$ cat config.mk
export PLATFORM = sky130hd
export DESIGN_NAME = reg_file_2r1w
export DESIGN_NICKNAME = d
export VERILOG_FILES = /design/src/rtl/reg_file_2r1w.sv
export SDC_FILE = /design/constraint.sdc
export NUM_CORES = 1
export LEC_CHECK = 0
export BUFFER_PORTS_ARGS = -buffer_cell sky130_fd_sc_hd__buf_2
export CAP_MARGIN = 20
export CORE_ASPECT_RATIO = 0.9
export CORE_MARGIN = 5
export CORE_UTILIZATION = 30
export CTS_CLUSTER_SIZE = 20
export DETAILED_ROUTE_END_ITERATION = 6
export PLACE_DENSITY = 0.57
export REMOVE_ABC_BUFFERS = 1
export SETUP_SLACK_MARGIN = 0.1
export SYNTH_ARGS = -nofsm -noshare
export SYNTH_HDL_FRONTEND = slang
export SYNTH_SLANG_ARGS = --single-unit
$ cat constraint.sdc
create_clock -name clk -period 4.4 [get_ports clk]
set_clock_uncertainty 0.2 [all_clocks]
set_input_delay 0.66 -clock clk [delete_from_list [all_inputs] [get_ports clk]]
set_output_delay 0.66 -clock clk [all_outputs]
set_load 0.02 [all_outputs]
$ cat src/rtl/reg_file_2r1w.sv
// Register file for the K2 datapath: DEPTH entries of WIDTH bits, one
// synchronous write port and two combinational read ports. Entry 0 can be
// hardwired to zero, and a same-cycle write can be forwarded to the read
// ports. A write to an address >= DEPTH raises a one-cycle error pulse.
module reg_file_2r1w #(
    parameter int WIDTH    = 8,
    parameter int DEPTH    = 4,
    parameter int ADDR_W   = $clog2(DEPTH),
    parameter int ZERO_REG = 1,
    parameter int BYPASS   = 1
) (
    input  logic              clk,
    input  logic              reset,
    input  logic              clr,
    input  logic              we,
    input  logic [ADDR_W-1:0] waddr,
    input  logic [WIDTH-1:0]  wdata,
    input  logic [ADDR_W-1:0] raddr_a,
    output logic [WIDTH-1:0]  rdata_a,
    input  logic [ADDR_W-1:0] raddr_b,
    output logic [WIDTH-1:0]  rdata_b,
    output logic              wr_err
);

    // One extra bit so DEPTH itself is representable when it is a power of 2.
    localparam logic [ADDR_W:0] DEPTH_C = (ADDR_W+1)'(DEPTH);

    logic [WIDTH-1:0]  r_mem [DEPTH];
    logic              r_wr_err;

    logic              w_waddr_in;
    logic              w_waddr_zero;
    logic              w_wr_ok;
    logic              w_bypass_ok;
    logic [ADDR_W-1:0] w_raddr [2];
    logic [WIDTH-1:0]  w_rdata [2];

    // A write lands only when addressed inside the array and not at the
    // hardwired zero entry; bypass uses the same qualification minus clr.
    always_comb begin
        w_waddr_in   = ({1'b0, waddr} < DEPTH_C);
        w_waddr_zero = (ZERO_REG != 0) && (waddr == '0);
        w_wr_ok      = we && w_waddr_in && !w_waddr_zero;
        w_bypass_ok  = (BYPASS != 0) && w_wr_ok && !clr;
    end

    // Storage: reset and clr both wipe every entry and beat any write.
    always_ff @(posedge clk) begin
        if (!reset || clr) begin
            for (int i = 0; i < DEPTH; i++) begin
                r_mem[i] <= '0;
            end
        end else if (w_wr_ok) begin
            r_mem[waddr] <= wdata;
        end
    end

    // Error pulse: high for the one cycle after an out-of-range write.
    always_ff @(posedge clk) begin
        if (!reset || clr) begin
            r_wr_err <= 1'b0;
        end else begin
            r_wr_err <= we && !w_waddr_in;
        end
    end

    assign w_raddr[0] = raddr_a;
    assign w_raddr[1] = raddr_b;

    // Both read ports share identical selection logic so they always agree
    // when pointed at the same address.
    for (genvar gi = 0; gi < 2; gi++) begin : g_rd
        // Read mux: reset, out of range and zero entry all read as zero.
        always_comb begin
            w_rdata[gi] = '0;
            if (!reset) begin
                w_rdata[gi] = '0;
            end else if ({1'b0, w_raddr[gi]} >= DEPTH_C) begin
                w_rdata[gi] = '0;
            end else if ((ZERO_REG != 0) && (w_raddr[gi] == '0)) begin
                w_rdata[gi] = '0;
            end else if (w_bypass_ok && (waddr == w_raddr[gi])) begin
                w_rdata[gi] = wdata;
            end else begin
                w_rdata[gi] = r_mem[w_raddr[gi]];
            end
        end
    end

    assign rdata_a = w_rdata[0];
    assign rdata_b = w_rdata[1];
    assign wr_err  = r_wr_err;

endmodule

==> Word level (Yosys, flattened, before mapping) <==
Memory sizes are Yosys's and may differ from the RTL's.
Index checks and enable logic that the tools add are counted.
{ "word_totals": {"ff_bits": 0, "mem_count": 1, "out_inout_bits": 17, "wordCells": 29, "inputBits": 18, "ramBits": 32} }
{ "classes": {"mux": 14, "reduce_logical": 12, "n_eq_ne": 2} }
{ "memory_table": {"columns": ["name", "words", "word_bits", "rd", "rd_ports_with_merged_regs", "write_ports", "line_no", "source"], "rows": [
  ["r_mem", 4, 8, 2, 0, 4, "28", "logic [WIDTH-1:0] r_mem [DEPTH];"]
]} }
{ "op_table": {"columns": ["operator", "count"], "rows": [
  ["two-way mux 8 bit", 7],
  ["OR reduction 8 bit", 1],
  ["logical NOT 2 bit", 3],
  ["two-way mux 1 bit", 6],
  ["equality test 2 bit", 2],
  ["logical AND 1 bit", 4],
  ["logical NOT 1 bit", 3],
  ["two-way mux 2 bit", 1],
  ["logical OR 1 bit", 1]
]} }

==> Logic depth before layout (Yosys ltp) <==
Gate-level depths: netlist (run 1).
{ "logic_depth": {"word_depth": 8, "depth_mapped": 5} }

==> Least setup slack after synthesis (run 1) <==
OpenSTA, ideal clock, no wires.
{ "synth_timing": {"path_type": "input -> output", "startpoint": "input raddr_a[0]", "endpoint": "output rdata_a[0]", "arrival_time_ps": 1782, "t_required_ps": 3540, "slack_ps": 1758, "stages": 5, "path_cell_list": "buf_2 -> nand4b_1 -> o32ai_4 -> mux2i_1 -> nor2_1"} }
{ "synth_via": {"elab_chain_cells": 5, "word_cells_on_any_way": 7} }
{ "synth_lines": {"columns": ["element", "line_no", "source"], "rows": [
  ["start, declared", "18", "input logic [ADDR_W-1:0] raddr_a,"],
  ["parallel branches: the longest is 3 deep, another holds memory (4 x 8 bit)", null, null],
  ["two-way mux 8 bit (*)", "80", "end else if ((ZERO_REG != 0) && (w_raddr[gi] == '0)) begin"],
  ["two-way mux 8 bit (*)", "76", "if (!reset) begin"],
  ["end, declared", "19", "output logic [WIDTH-1:0] rdata_a,"]
]} }
Mark *: on every way between the ends.

==> Worst setup path in the final report (run 1) <==
{ "layout_timing": {"startpoint": "input raddr_a[0]", "endpoint": "output rdata_a[7]"} }
The elaborated chain is that of the path after synthesis.

==> impl_metrics.py, run 1 <==
metrics = {
    "pwr": {
        "total_power_mw": 0.700,
        "ir_drop_uv": 162,
        "power_leakage_nw": 0.856,
        "p_per_area_nw_per_um2": 307,
    },
    "clock_network": {
        "cts_root_buf": "clkbuf_8",
        "numCtsBuffers": 5,
        "path_clk_slew_ps": 60,
        "cts_setup_buffers": 0,
        "cts_buffer_depth": 2,
        "post_cts_resized": 0,
        "htreeDepth": 2,
        "clock_sinks": 32,
        "cts_hold_buf": 0,
        "cts_tree": "built",
    },
    "detailed_routing": {
        "via_per_inst": 4.74,
        "routedWlPerCell_um": 17.3,
        "initialDrtViolationCount": 94,
        "totalWireLength_um": 4610,
        "routed-via-count": 1261,
        "dr.pass1.iters": 4,
        "drc": 0,
        "ant_nets": 0,
    },
    "sta": {
        "fin_tns_setup_ps": 0,
        "tightest_slew_ps": 872,
        "fin_crit_sh_pct": 71.0,
        "final-setup-viol-count": 0,
        "finalHoldViolCount": 0,
        "max_freq_ghz": 0.320,
        "worst_slew_margin_rel_pct": 41.5,
        "grt_setup_unrepaired": "no",
        "fin_crit_ps": 3120,
        "maxSlewViolCount": 0,
        "hold_slack_ps": 517,
        "fin_ws_ps": 1280,
    },
    "die": {
        "dieWidth_um": 94.0,
        "io_pins": 35,
        "dieHeight_um": 85.6,
        "std_cell_rows": 27,
        "start_util_pct": 31.0,
        "core_area_um2": 6150,
        "dieArea_um2": 8040,
    },
    "placed_design": {
        "place_area_um2": 2200,
        "hpwl_um": 3230,
        "dpl.cell_count": 259,
        "preCtsSetupSlack_ps": 1220,
        "gp_congestion": 0.707,
        "port_buffers": 33,
    },
    "yosys": {
        "ys_seq_elements": 32,
        "synth_warnings": 0,
        "synth_top_cell_by_area": "edfxtp_1",
        "syn_area_per_cell_um2": 14.3,
        "yosys-top-cells-area": "edfxtp_1, mux4_2, mux2i_1",
        "synthDistinctLibCells": 23,
        "synth-seq-area-share_pct": 50.5,
        "netlist_instances": 133,
        "synth_top_area_share_pct": 50.5,
        "netlist_area_um2": 1900,
    },
    "worst_hold_path": {
        "hold_depth": 2,
        "hp-class": "in2reg",
    },
    "worst_setup_path": {
        "crit_family": "compound AO/OA/AOI/OAI gates",
        "crit_path_start_kind": "input pin",
        "slowest_stage": "o32ai_4",
        "end_kind": "output port",
        "worst-endpoint-required_ps": 3540,
        "cp.depth": 6,
        "crit_fanout": 11,
        "crit_type": "in2out",
        "worst-path-buf-inv": 2,
        "cp_cell_sequence": "buf_2 > nand4bb_1 > o32ai_4 > mux2i_1 > nor2_1 > buf_2",
        "cp_slowest_stage_delay_ps": 590,
        "arrival_ps": 2260,
        "cp_common_cell": "buf_2",
    },
    "final_layout": {
        "drive_gt1_share_pct": 33.5,
        "multiInputGateArea_um2": 938,
        "fill_cells": 632,
        "largest_reg_flops": 32,
        "final_cell_area_um2": 2280,
        "utilization_pct": 37.1,
        "largestRegisters": "r_mem: 32 flops",
        "layout.cells.non_filler": 266,
        "num_antenna_cells": 0,
        "fin_nets": 197,
        "seqCellArea_um2": 961,
        "regMostFlops": "r_mem",
        "area_delta_synth_final_pct": 19.7,
    },
    "global_routing": {
        "grt_pass1_vias": 1320,
        "grt_usage_pct": 12.2,
        "antenna_found_initial": 0,
        "overflow": 0,
        "grt_max_degree": 12,
        "grt_pass1_wl_um": 7180,
    },
    "run": {
        "drv_cap": 0,
    },
    "run_status": {
        "outcome": "finished clean",
    },
}
==> routing by layer <==
metal  up-vias  track usage [%]  wire length [um]
met2        39             19.0              2190
met1       624             16.4              2150
met4         0             4.33                57
met3         5             3.51               211
li1        593                -                 -
met5         -                0                 0
==> cells by family (layout without fill, tap and decap cells) <==
logic type	after synthesis	count (layout)	synth area share, %
AND/OR/NAND/NOR	54	54	16.0
multiplexers	32	32	27.3
flip-flops	32	32	50.5
buffers and inverters	7	45	1.84
AO/OA/AOI/OAI	5	5	3.29
XOR/XNOR	2	2	0.920
other	1	9	0.197
==> area by class of cell <==
type                       instances  area share [%]
timing repair buffer              36            8.23
clock inverter                     2           0.329
sequential                        32            42.2
clock buffer                       5            3.02
multi-input combinational        102            41.2
inverter                           2           0.329
tap                               87            4.77
==> layout by cell type, fill, tap and decap left out, types with 2 or more instances in the layout <==
| cell | netlist | layout |
|---|---|---|
| and2_1 | 24 | 24 |
| xor2_1 | 2 | 2 |
| conb_1 | 1 | 9 |
| clkinv_1 | 0 | 2 |
| buf_4 | 1 | 3 |
| mux2i_1 | 16 | 16 |
| mux4_2 | 16 | 16 |
| nor2_1 | 19 | 19 |
| clkbuf_8 | 0 | 5 |
| o21ai_0 | 2 | 2 |
| edfxtp_1 | 32 | 32 |
| nand2b_1 | 2 | 2 |
| nand4bb_1 | 2 | 2 |
| nand4b_1 | 2 | 2 |
| buf_2 | 4 | 33 |
==> path summary, 6_finish.rpt <==
check	start	to
worst max-delay path	raddr_a[0]	rdata_a[7]
worst min-delay path	wdata[6]	r_mem[3][6]
==> power breakdown <==
group / internal (mW) / switching, mW / total, mW
Sequential: 0.359 / 0.00930 / 0.368
Clock: 0.104 / 0.102 / 0.206
Combinational: 0.0565 / 0.0696 / 0.126
Total: 0.519 / 0.181 / 0.700
==> synthesized netlist by cell type <==
cell type   n
nand2_1     1
mux2i_1    16
nand4bb_1   2
o21ai_0     2
nand3b_1    1
edfxtp_1   32
nor2b_1     1
nand4b_1    2
mux4_2     16
o32ai_4     1
buf_2       4
inv_2       1
conb_1      1
xor2_1      2
nor2_1     19
buf_4       1
inv_1       1
nand2b_1    2
and2_1     24
o22ai_4     1
nor3b_1     1
o21ai_1     1
nand3_1     1
Power figures use the tool's default switching activity.
==> run 2: changes to the inputs <==
--- a/config.mk
+++ b/config.mk
@@ -5,6 +5,7 @@
 export SDC_FILE = /design/constraint.sdc
 export NUM_CORES = 1
 export LEC_CHECK = 0
+export ABC_AREA = 1
 export BUFFER_PORTS_ARGS = -buffer_cell sky130_fd_sc_hd__buf_2
 export CAP_MARGIN = 20
 export CORE_ASPECT_RATIO = 0.9
@@ -12,7 +13,7 @@
 export CORE_UTILIZATION = 30
 export CTS_CLUSTER_SIZE = 20
 export DETAILED_ROUTE_END_ITERATION = 6
-export PLACE_DENSITY = 0.57
+export PLACE_DENSITY = 0.58
 export REMOVE_ABC_BUFFERS = 1
 export SETUP_SLACK_MARGIN = 0.1
 export SYNTH_ARGS = -nofsm -noshare
==> constraint.sdc (replaced) <==
create_clock -name clk -period 2.8 [get_ports clk]
set_clock_uncertainty 0.2 [all_clocks]
set_input_delay 0.42 -clock clk [delete_from_list [all_inputs] [get_ports clk]]
set_output_delay 0.42 -clock clk [all_outputs]
set_load 0.02 [all_outputs]
==> run 2 against run 1 <==
Against the previous run: synthesized cell count is 140% higher; die area rose by 16%; clock power increased by 120%; via count is 75% higher; worst setup slack got worse by 860 ps; synthesized area is 18% higher; wire length is 41% higher; first-iteration DRC count grew 130%; global-route usage grew 2.4 points; total power grew 88%; cell area up 15%; clock-buffer cell count unchanged; largest cell class is now multi-input combinational cells.
==> impl_metrics.py, run 2 <==
metrics = {
    "final_layout": {
        "final_cell_area_um2": 2620,
        "largestRegisters": "r_mem: 32 flops",
        "regMostFlops": "r_mem",
        "fill_cells": 807,
        "final_cell_mix": "nand2_1, nand3_1, inv_1, nor2_1, buf_2",
        "largest_reg_flops": 32,
        "drive_gt1_share_pct": 16.3,
        "multiInputGateArea_um2": 1000,
        "num_antenna_cells": 0,
        "area_delta_synth_final_pct": 16.6,
        "seqCellArea_um2": 961,
        "layout.cells.non_filler": 463,
        "utilization_pct": 35.3,
        "fin_nets": 384,
        "layout_commonest_cell": "nand2_1",
    },
    "global_routing": {
        "antenna_found_initial": 0,
        "grt_max_degree": 33,
        "grt_usage_pct": 14.6,
        "grt_pass1_vias": 2110,
        "overflow": 0,
        "grt_pass1_wl_um": 10500,
    },
    "yosys": {
        "netlist_area_um2": 2250,
        "synthArstFlopShare_pct": 0,
        "synthDistinctLibCells": 16,
        "synth_edf_count": 32,
        "yosys-top-cells-area": "edfxtp_1, nand2_1, nand3_1",
        "synth_common_cells": "nand2_1, nand3_1, inv_1, nor2_1, edfxtp_1",
        "synth-seq-area-share_pct": 42.8,
        "netlist_instances": 324,
        "ys_seq_elements": 32,
        "synth_top_flop_cell": "edfxtp_1",
        "synth_most_common_cell": "nand2_1",
        "synth_top_area_share_pct": 42.8,
        "synth_warnings": 0,
        "syn_area_per_cell_um2": 6.94,
        "synth_top_cell_by_area": "edfxtp_1",
    },
    "clock_network": {
        "htreeDepth": 2,
        "cts_hold_buf": 0,
        "cts_buffer_depth": 2,
        "cts_tree": "built",
        "cts_setup_buffers": 0,
        "path_clk_slew_ps": 70,
        "cts_root_buf": "clkbuf_8",
        "numCtsBuffers": 5,
        "post_cts_resized": 0,
        "clock_sinks": 32,
    },
    "worst_setup_path": {
        "crit_type": "in2out",
        "cp_common_cell": "buf_2",
        "crit_fanout": 16,
        "arrival_ps": 1770,
        "worst-path-buf-inv": 3,
        "end_kind": "output port",
        "worst-endpoint-required_ps": 2180,
        "cp_cell_sequence": "buf_2 > inv_1 > nand2_1 > nand2_2 > nor2_4 > a21oi_1 > nor2_1 > buf_2",
        "crit_path_start_kind": "input pin",
        "slowest_stage": "nor2_4",
        "crit_family": "simple AND/OR/NAND/NOR gates",
        "cp_slowest_stage_delay_ps": 360,
    },
    "sta": {
        "grt_setup_unrepaired": "no",
        "fin_crit_sh_pct": 85.3,
        "fin_tns_setup_ps": 0,
        "maxSlewViolCount": 0,
        "final-setup-viol-count": 0,
        "finalHoldViolCount": 0,
        "hold_slack_ps": 296,
        "fin_crit_ps": 2390,
        "max_freq_ghz": 0.419,
    },
    "die": {
        "dieHeight_um": 92.1,
        "dieArea_um2": 9320,
        "io_pins": 35,
        "core_area_um2": 7430,
        "start_util_pct": 30.2,
        "dieWidth_um": 101,
        "std_cell_rows": 30,
    },
    "placed_design": {
        "place_area_um2": 2510,
        "hpwl_um": 4900,
        "port_buffers": 33,
        "gp_congestion": 0.909,
        "dpl.cell_count": 455,
    },
    "detailed_routing": {
        "dr.pass1.iters": 5,
        "initialDrtViolationCount": 213,
        "via_per_inst": 4.77,
        "routed-via-count": 2207,
        "routedWlPerCell_um": 14.0,
        "totalWireLength_um": 6480,
        "drc": 0,
        "ant_nets": 0,
    },
    "run_status": {
        "outcome": "finished clean",
    },
    "run": {
        "drv_cap": 0,
    },
    "pwr": {
        "power_leakage_nw": 1.35,
        "ir_drop_uv": 199,
        "p_per_area_nw_per_um2": 501,
    },
    "worst_hold_path": {
        "hp-class": "in2reg",
    },
}
==> run 2: cell count changes in the layout (fill, tap and decap cells not counted), moves of 4 or more <==
cell | previous run | this run
nor2_1 | 19 | 39
mux2i_1 | 16 | 0
buf_4 | 3 | 8
a21oi_1 | 0 | 17
mux4_2 | 16 | 0
inv_4 | 0 | 4
nand2_1 | 1 | 114
inv_1 | 1 | 45
and2_1 | 24 | 0
nand3_1 | 1 | 48
==> run 2: path summary, 6_finish.rpt <==
path	endpoint	slack (ps)	cells past startpoint	startpoint
setup / recovery	rdata_a[4]	410	8	waddr[0]
hold / removal	r_mem[1][3]	300	3	wdata[3]
==> run 2: area by class of cell <==
class | count | share of cell area, %
clock inverter | 3 | 1.62
clock buffer | 5 | 2.63
multi-input combinational | 236 | 38.3
sequential | 32 | 36.7
inverter | 49 | 7.40
timing repair buffer | 42 | 8.79
tap | 96 | 4.58
==> run 2: kinds of logic (layout without fill, tap and decap cells) <==
logic type / count (synthesis) / count (layout) / share of synthesized area, %
flip-flops: 32 / 32 / 42.8
AO/OA/AOI/OAI: 20 / 20 / 4.79
buffers and inverters: 64 / 99 / 13.9
other: 1 / 9 / 0.167
AND/OR/NAND/NOR: 207 / 207 / 38.4
==> run 2: per-stage QoR <==
step	worst slack, ps	power [mW]
floorplan	450	0.768
global placement	406	0.873
detailed placement	389	0.876
CTS	390	1.32
global route	295	1.39
finish	412	1.31
==> run 2: power breakdown <==
| group | switching [mW] | internal, mW |
|---|---|---|
| clock | 0.184 | 0.263 |
| sequential | 0.00849 | 0.564 |
| combinational | 0.205 | 0.0886 |
==> run 2: routing by layer <==
metal / GRT usage, % / wire length (um) / part of all wire (%) / vias up
met5: 0 / 0 / 0 / -
met4: 6.98 / 206 / 3.2 / 0
met3: 3.04 / 489 / 7.5 / 14
met2: 21.6 / 2850 / 44 / 88
met1: 20.1 / 2930 / 45 / 1014
li1: - / - / - / 1091
